### src/rtl/pgm_rom_ddr_loader.sv
`default_nettype none
// ============================================================================
// Module      : pgm_rom_ddr_loader
// Description : Packs the 16-bit hps_io download stream into 64-bit DDRAM
//               words and writes them through a small FIFO.
// Revision    : 1.0 - initial release
// ============================================================================
module pgm_rom_ddr_loader #(
  parameter logic [28:0] DDR_BASE     = 29'h0600_0000,
  parameter int          REGION_SHIFT = 24,
  parameter int          FIFO_DEPTH   = 4
) (
  input  logic        clk_sys,
  input  logic        reset,
  input  logic        ioctl_download,
  input  logic [7:0]  ioctl_index,
  input  logic        ioctl_wr,
  input  logic [26:0] ioctl_addr,
  input  logic [15:0] ioctl_dout,
  output logic        ioctl_wait,
  input  logic        ddram_busy,
  output logic        ddram_we,
  output logic [28:0] ddram_addr,
  output logic [63:0] ddram_din,
  output logic [7:0]  ddram_be,
  output logic [3:0]  ddram_burstcnt,
  output logic        load_done
);

  localparam int c_PW = $clog2(FIFO_DEPTH);
  localparam int c_CW = c_PW + 1;

  typedef enum logic [1:0] {
    S_IDLE  = 2'd0,
    S_LOAD  = 2'd1,
    S_FLUSH = 2'd2,
    S_DONE  = 2'd3
  } state_t;

  state_t            r_state;
  logic              r_dl;
  logic              r_rise_held;
  logic              r_done;
  logic [28:0]       r_asm_addr;
  logic [63:0]       r_asm_data;
  logic [7:0]        r_asm_be;
  logic              r_asm_valid;
  logic              r_pend;
  logic [28:0]       r_fa [FIFO_DEPTH];
  logic [63:0]       r_fd [FIFO_DEPTH];
  logic [7:0]        r_fb [FIFO_DEPTH];
  logic [c_PW-1:0]   r_wp;
  logic [c_PW-1:0]   r_rp;
  logic [c_CW-1:0]   r_count;

  logic              w_rise, w_fall, w_go, w_acc, w_match, w_lane3;
  logic [1:0]        w_lane;
  logic [28:0]       w_wa;
  logic [63:0]       w_mdata, w_ndata;
  logic [7:0]        w_mbe, w_nbe;
  logic              w_push, w_wr_en, w_pop, w_nempty, w_full;
  logic [28:0]       w_paddr;
  logic [63:0]       w_pdata;
  logic [7:0]        w_pbe;
  logic [28:0]       w_asm_addr_n;
  logic [63:0]       w_asm_data_n;
  logic [7:0]        w_asm_be_n;
  logic              w_asm_valid_n, w_pend_n;
  logic [c_CW-1:0]   w_count_n;
  logic              w_unused;

  assign w_unused = ^{ioctl_index[7:3], ioctl_addr[26:REGION_SHIFT], ioctl_addr[0]};

  assign w_rise  = ioctl_download & ~r_dl;
  assign w_fall  = ~ioctl_download & r_dl;
  assign w_go    = (r_state == S_IDLE) && (w_rise || r_rise_held);
  assign w_acc   = ioctl_wr && ioctl_download && (r_state == S_LOAD);
  assign w_lane  = ioctl_addr[2:1];
  assign w_lane3 = (w_lane == 2'd3);
  assign w_wa    = DDR_BASE
                 + (29'(ioctl_index[2:0]) << (REGION_SHIFT - 3))
                 + 29'(ioctl_addr[REGION_SHIFT-1:3]);
  assign w_match = r_asm_valid && (w_wa == r_asm_addr);

  // w_m* merges the lane into the current entry; w_n* starts a fresh entry.
  always_comb begin
    w_mdata = w_match ? r_asm_data : 64'd0;
    w_mbe   = w_match ? r_asm_be : 8'd0;
    w_ndata = 64'd0;
    w_nbe   = 8'd0;
    for (int k = 0; k < 4; k++) begin
      if (w_lane == 2'(k)) begin
        w_mdata[16*k +: 16] = ioctl_dout;
        w_mbe[2*k +: 2]     = 2'b11;
        w_ndata[16*k +: 16] = ioctl_dout;
        w_nbe[2*k +: 2]     = 2'b11;
      end
    end
  end

  always_comb begin
    w_push        = 1'b0;
    w_paddr       = r_asm_addr;
    w_pdata       = r_asm_data;
    w_pbe         = r_asm_be;
    w_asm_addr_n  = r_asm_addr;
    w_asm_data_n  = r_asm_data;
    w_asm_be_n    = r_asm_be;
    w_asm_valid_n = r_asm_valid;
    w_pend_n      = r_pend;
    if (r_pend) begin
      w_push = 1'b1;
      if (w_acc) begin
        w_asm_addr_n  = w_wa;
        w_asm_data_n  = w_ndata;
        w_asm_be_n    = w_nbe;
        w_asm_valid_n = 1'b1;
        w_pend_n      = w_lane3;
      end else begin
        w_asm_valid_n = 1'b0;
        w_pend_n      = 1'b0;
      end
    end else if (w_acc && r_asm_valid && !w_match) begin
      // Discontinuity: the old entry takes this cycle's push slot.
      w_push        = 1'b1;
      w_asm_addr_n  = w_wa;
      w_asm_data_n  = w_ndata;
      w_asm_be_n    = w_nbe;
      w_asm_valid_n = 1'b1;
      w_pend_n      = w_lane3;
    end else if (w_acc && w_lane3) begin
      w_push        = 1'b1;
      w_paddr       = w_wa;
      w_pdata       = w_mdata;
      w_pbe         = w_mbe;
      w_asm_valid_n = 1'b0;
    end else if (w_acc) begin
      w_asm_addr_n  = w_wa;
      w_asm_data_n  = w_mdata;
      w_asm_be_n    = w_mbe;
      w_asm_valid_n = 1'b1;
    end else if (r_asm_valid && (((r_state == S_LOAD) && w_fall) || (r_state == S_FLUSH))) begin
      w_push        = 1'b1;
      w_asm_valid_n = 1'b0;
    end
  end

  assign w_nempty = (r_count != '0);
  assign w_full   = (r_count == c_CW'(FIFO_DEPTH));
  assign w_pop    = w_nempty && !ddram_busy;
  assign w_wr_en  = w_push && (!w_full || w_pop);

  always_comb begin
    w_count_n = r_count;
    case ({w_wr_en, w_pop})
      2'b10:   w_count_n = r_count + 1'b1;
      2'b01:   w_count_n = r_count - 1'b1;
      default: w_count_n = r_count;
    endcase
  end

  always_ff @(posedge clk_sys) begin
    if (reset) begin
      r_asm_addr  <= '0;
      r_asm_data  <= '0;
      r_asm_be    <= '0;
      r_asm_valid <= 1'b0;
      r_pend      <= 1'b0;
    end else begin
      r_asm_addr  <= w_asm_addr_n;
      r_asm_data  <= w_asm_data_n;
      r_asm_be    <= w_asm_be_n;
      r_asm_valid <= w_asm_valid_n;
      r_pend      <= w_pend_n;
      if (w_go) begin
        r_asm_valid <= 1'b0;
        r_pend      <= 1'b0;
      end
    end
  end

  always_ff @(posedge clk_sys) begin
    if (reset) begin
      r_wp    <= '0;
      r_rp    <= '0;
      r_count <= '0;
    end else begin
      if (w_wr_en) begin
        r_fa[r_wp] <= w_paddr;
        r_fd[r_wp] <= w_pdata;
        r_fb[r_wp] <= w_pbe;
        r_wp       <= r_wp + 1'b1;
      end
      if (w_pop) r_rp <= r_rp + 1'b1;
      r_count <= w_count_n;
    end
  end

  always_ff @(posedge clk_sys) begin
    if (reset) begin
      r_state     <= S_IDLE;
      r_dl        <= 1'b0;
      r_rise_held <= 1'b0;
      r_done      <= 1'b0;
    end else begin
      r_dl   <= ioctl_download;
      r_done <= 1'b0;
      case (r_state)
        S_IDLE: begin
          if (w_go) begin
            r_state     <= S_LOAD;
            r_rise_held <= 1'b0;
          end
        end
        S_LOAD: begin
          if (w_fall) r_state <= S_FLUSH;
        end
        S_FLUSH: begin
          if (w_rise) r_rise_held <= 1'b1;
          // Looking at next-cycle values lets load_done follow the last pop directly.
          if ((w_count_n == '0) && !w_pend_n && !w_asm_valid_n) begin
            r_state <= S_DONE;
            r_done  <= 1'b1;
          end
        end
        default: begin
          if (w_rise) r_rise_held <= 1'b1;
          r_state <= S_IDLE;
        end
      endcase
    end
  end

  assign ioctl_wait     = (r_count >= c_CW'(FIFO_DEPTH - 2)) || r_pend || (r_state == S_FLUSH);
  assign ddram_we       = w_nempty;
  assign ddram_addr     = w_nempty ? r_fa[r_rp] : 29'd0;
  assign ddram_din      = w_nempty ? r_fd[r_rp] : 64'd0;
  assign ddram_be       = w_nempty ? r_fb[r_rp] : 8'd0;
  assign ddram_burstcnt = 4'd1;
  assign load_done      = r_done;

endmodule
`default_nettype wire
### config.mk
export PLATFORM = sky130hd
export DESIGN_NAME = pgm_rom_ddr_loader
export DESIGN_NICKNAME = d
export VERILOG_FILES = /design/src/rtl/pgm_rom_ddr_loader.sv
export SDC_FILE = /design/constraint.sdc
export NUM_CORES = 1
export LEC_CHECK = 0
export CORE_ASPECT_RATIO = 1.2
export CORE_MARGIN = 10
export CORE_UTILIZATION = 35
export DETAILED_ROUTE_END_ITERATION = 12
export PLACE_DENSITY = 0.63
export SLEW_MARGIN = 20
export SYNTH_ARGS = -nofsm -noshare
export SYNTH_HDL_FRONTEND = slang
export SYNTH_SLANG_ARGS = --single-unit
### constraint.sdc
create_clock -name clk_sys -period 8.45 [get_ports clk_sys]
set_input_delay 2.1125 -clock clk_sys [delete_from_list [all_inputs] [get_ports clk_sys]]
set_output_delay 2.1125 -clock clk_sys [all_outputs]
set_load 0.1 [all_outputs]
==> flow_metrics.env <==
export IMPL_run_status="finished clean"
export IMPL_final_area_mm2=0.0248
export IMPL_critPathCaptureType="output pin"
export IMPL_die_y_um=287
export IMPL_die_area_mm2=0.0697
export IMPL_io_pins=164
export IMPL_avgSynthCellArea_um2=16.4
export IMPL_p_leak_nw=8.18
export IMPL_syn_inst=1273
export IMPL_grt_pass1_wl_um=74500
export IMPL_arrival_ps=4090
export IMPL_synth_top_area_cell="edfxtp_1"
export IMPL_cap_violations=0
export IMPL_slew_viol_final=0
export IMPL_reg2reg_slack_ps=4620
export IMPL_root_buffer="clkbuf_16"
export IMPL_worstHoldPathType="register to register"
export IMPL_ff2ff_path_depth=10
export IMPL_routed_via_count=11300
export IMPL_clk_pin_slew_ps=60
export IMPL_coreArea_mm2=0.0586
export IMPL_antenna_cells=0
export IMPL_tns_ps=0
export IMPL_syn_cell_area_mm2=0.0208
export IMPL_grt_max_degree=73
export IMPL_first_pass_iters=5
export IMPL_grt_remaining_overflow=0
export IMPL_rows=97
export IMPL_powerDensity_mw_per_mm2=272
export IMPL_hold_viol=0
export IMPL_initial_core_util_pct=35.5
export IMPL_drive_above_1_share_pct=17.5
export IMPL_clk_latency_ps=590
export IMPL_cts_setup_buffers=0
export IMPL_utilization_pct=42.3
export IMPL_dr_first_iter_drc_count=676
export IMPL_wl_per_cell_um=22.1
export IMPL_synth_edf_count=404
export IMPL_setup_violations=0
export IMPL_placement_io_buffers=150
export IMPL_yosysUniqueCellTypes=48
export IMPL_ys_seq_area_share_pct=69.5
export IMPL_synthArstFlopShare_pct=0
export IMPL_area_growth_pct=19.0
export IMPL_timing_hold_ws_ps=467
export IMPL_die_w_um=243
export IMPL_dpl_cell_area_mm2=0.0232
export IMPL_grtUsageTotal_pct=14.1
export IMPL_worst_pin_slew_ps=1180
export IMPL_min_from="r_asm_data[49]"
export IMPL_drc=0
export IMPL_placed_cells=2158
export IMPL_clock_sinks=521
export IMPL_critPathLaunchType="register"
export IMPL_required_ps=6340
export IMPL_grt_pass1_vias=11800
export IMPL_yosys_top_cells_area="edfxtp_1, dfxtp_1, mux4_2"
export IMPL_path_class="register to output pin"
export IMPL_fmax_mhz=161
export IMPL_synth_top_cell_area_share_pct=58.2
export IMPL_vias_per_cell=5.02
export IMPL_synth_warnings=0
export IMPL_path_max_fanout=55
export IMPL_reg2reg_from="r_state[1]"
export IMPL_layout_nets=1486
export IMPL_finalWirelength_um=49800
export IMPL_fillers=5262
export IMPL_stdcell_count=2257
export IMPL_holdBufCountCts=0
export IMPL_ant_nets=0
export IMPL_cts_tree="built"
export IMPL_relSlewSlack_pct=21.3
export IMPL_skew_ps=22.2
export IMPL_cts_resized=0
export IMPL_rsz0062_at_grt="no"
export IMPL_antenna_found_initial=2
export IMPL_clockBufferDepth=3
export IMPL_fin_crit_ps=6200
export IMPL_ys_ff_latch=521
export IMPL_holdPathEnd="r_asm_data[49]"
export IMPL_vdd_drop_max_uv=207
export IMPL_r2r_end="r_fd[2][34]"
export IMPL_hold_path_depth=2
export IMPL_numCtsBuffers=53
export IMPL_htree_levels=2
export IMPL_place_congestion=0.753
export IMPL_ys_flop_type="edfxtp_1"
export IMPL_fin_crit_sh_pct=73.4
export IMPL_dpl_hpwl_um=30500
[kinds of logic after synthesis]
kind of cell	share of synthesized area, %
DFF	69.5
adders and majority gates	0.577
buffers and inverters	1.66
other	0.0360
muxes	14.4
and+or+nand+nor	9.32
xor gates and xnor gates	1.18
AOI/OAI and AO/OA	3.36
[layout by cell type (no fill, tap or decap), types with 10 or more instances in the layout]
| master | instances |
|---|---|
| clkdlybuf4s50_1 | 149 |
| buf_4 | 17 |
| a22oi_1 | 62 |
| mux4_2 | 101 |
| nor2_1 | 120 |
| dfxtp_1 | 115 |
| edfxtp_1 | 404 |
| o21ai_0 | 10 |
| mux2_2 | 39 |
| xor2_1 | 13 |
| and2_1 | 162 |
| clkinv_2 | 15 |
| xnor2_1 | 15 |
| nand2_1 | 15 |
| clkbuf_16 | 53 |
| a21oi_1 | 19 |
| clkbuf_1 | 18 |
| mux2i_1 | 27 |
[critical path, cell delays in order (launching register included)]
cell and delay, ps:
dfxtp_4 950, buf_4 720, mux4_2 410, and2_1 140
clkdlybuf4s50_1 1140
[cells in the mapped netlist, types with 7 or more instances]
| cell type | count |
|---|---|
| buf_1 | 15 |
| a21oi_1 | 19 |
| mux4_2 | 101 |
| ha_1 | 8 |
| inv_1 | 9 |
| a22oi_1 | 62 |
| nor3_1 | 7 |
| xor2_1 | 13 |
| xnor2_1 | 15 |
| nor2_1 | 121 |
| o21ai_0 | 10 |
| dfxtp_1 | 117 |
| nand4_1 | 7 |
| mux2_2 | 39 |
| and2_1 | 166 |
| edfxtp_1 | 404 |
| nand2_1 | 15 |
| clkbuf_1 | 48 |
| mux2i_1 | 27 |
| nor2b_1 | 8 |
| buf_2 | 9 |
| nand3_1 | 7 |
[power breakdown]
| group | internal [W] | switching, W |
|---|---|---|
| registers | 0.00279 | 0.0000606 |
| clock network | 0.00122 | 0.000941 |
| logic | 0.000495 | 0.00124 |
| total | 0.00450 | 0.00224 |
[per-layer routing]
layer | vias up | part of all wire (%) | GRT usage [%]
li1 | 5124 | - | -
met1 | 5878 | 41 | 17.2
met2 | 271 | 52 | 25.3
met3 | 60 | 5.2 | 3.08
met4 | 4 | 1.4 | 2.80
met5 | - | 0.074 | 0
[worst max path at each step]
stage | startpoint | endpoint | slack (ps) | depth (start not counted)
3_3_place_gp | ioctl_download | r_fa[3][1] | 2610 | 9
6_report | register | ddram_din[6] | 2250 | 4
5_1_grt | r_count[0] | ddram_be[7] | 1880 | 5
3_5_place_dp | ioctl_download | r_fa[0][9] | 2550 | 9
2_1_floorplan | ioctl_addr[10] | r_fa[0][0] | 2380 | 8
4_1_cts | register | ddram_din[6] | 2120 | 4
[registers in the layout, indices dropped and copies added, names as in the netlist, named ones only]
register and cells:
r_fd 256, r_fa 116, r_asm_data 64, r_fb 32
r_asm_addr 29, r_asm_be 8, r_count 3, r_rp 2
r_state 2, r_wp 2, load_done 1, r_asm_valid 1
r_dl 1, r_pend 1, r_rise_held 1
[per-stage QoR]
| step | total power [W] | setup slack [ps] |
|---|---|---|
| after global placement | 0.00466 | 2610 |
| final | 0.00674 | 2250 |
| after floorplan | 0.00422 | 2380 |
| after global routing | 0.00701 | 1880 |
| after detailed placement | 0.00467 | 2550 |
| after CTS | 0.00684 | 2120 |
[cell type report]
type                            count  area (um^2)  area share [%]
Multi-Input combinational cell    669         6050            24.4
Clock buffer                       78         1490            6.01
Tap cell                          792          991            4.00
Clock inverter                     21          111           0.449
Sequential cell                   521        14500            58.4
Timing Repair Buffer              167         1640            6.61
Inverter                            9         35.0           0.141
Note: power is estimated with default switching activity, not from simulation.
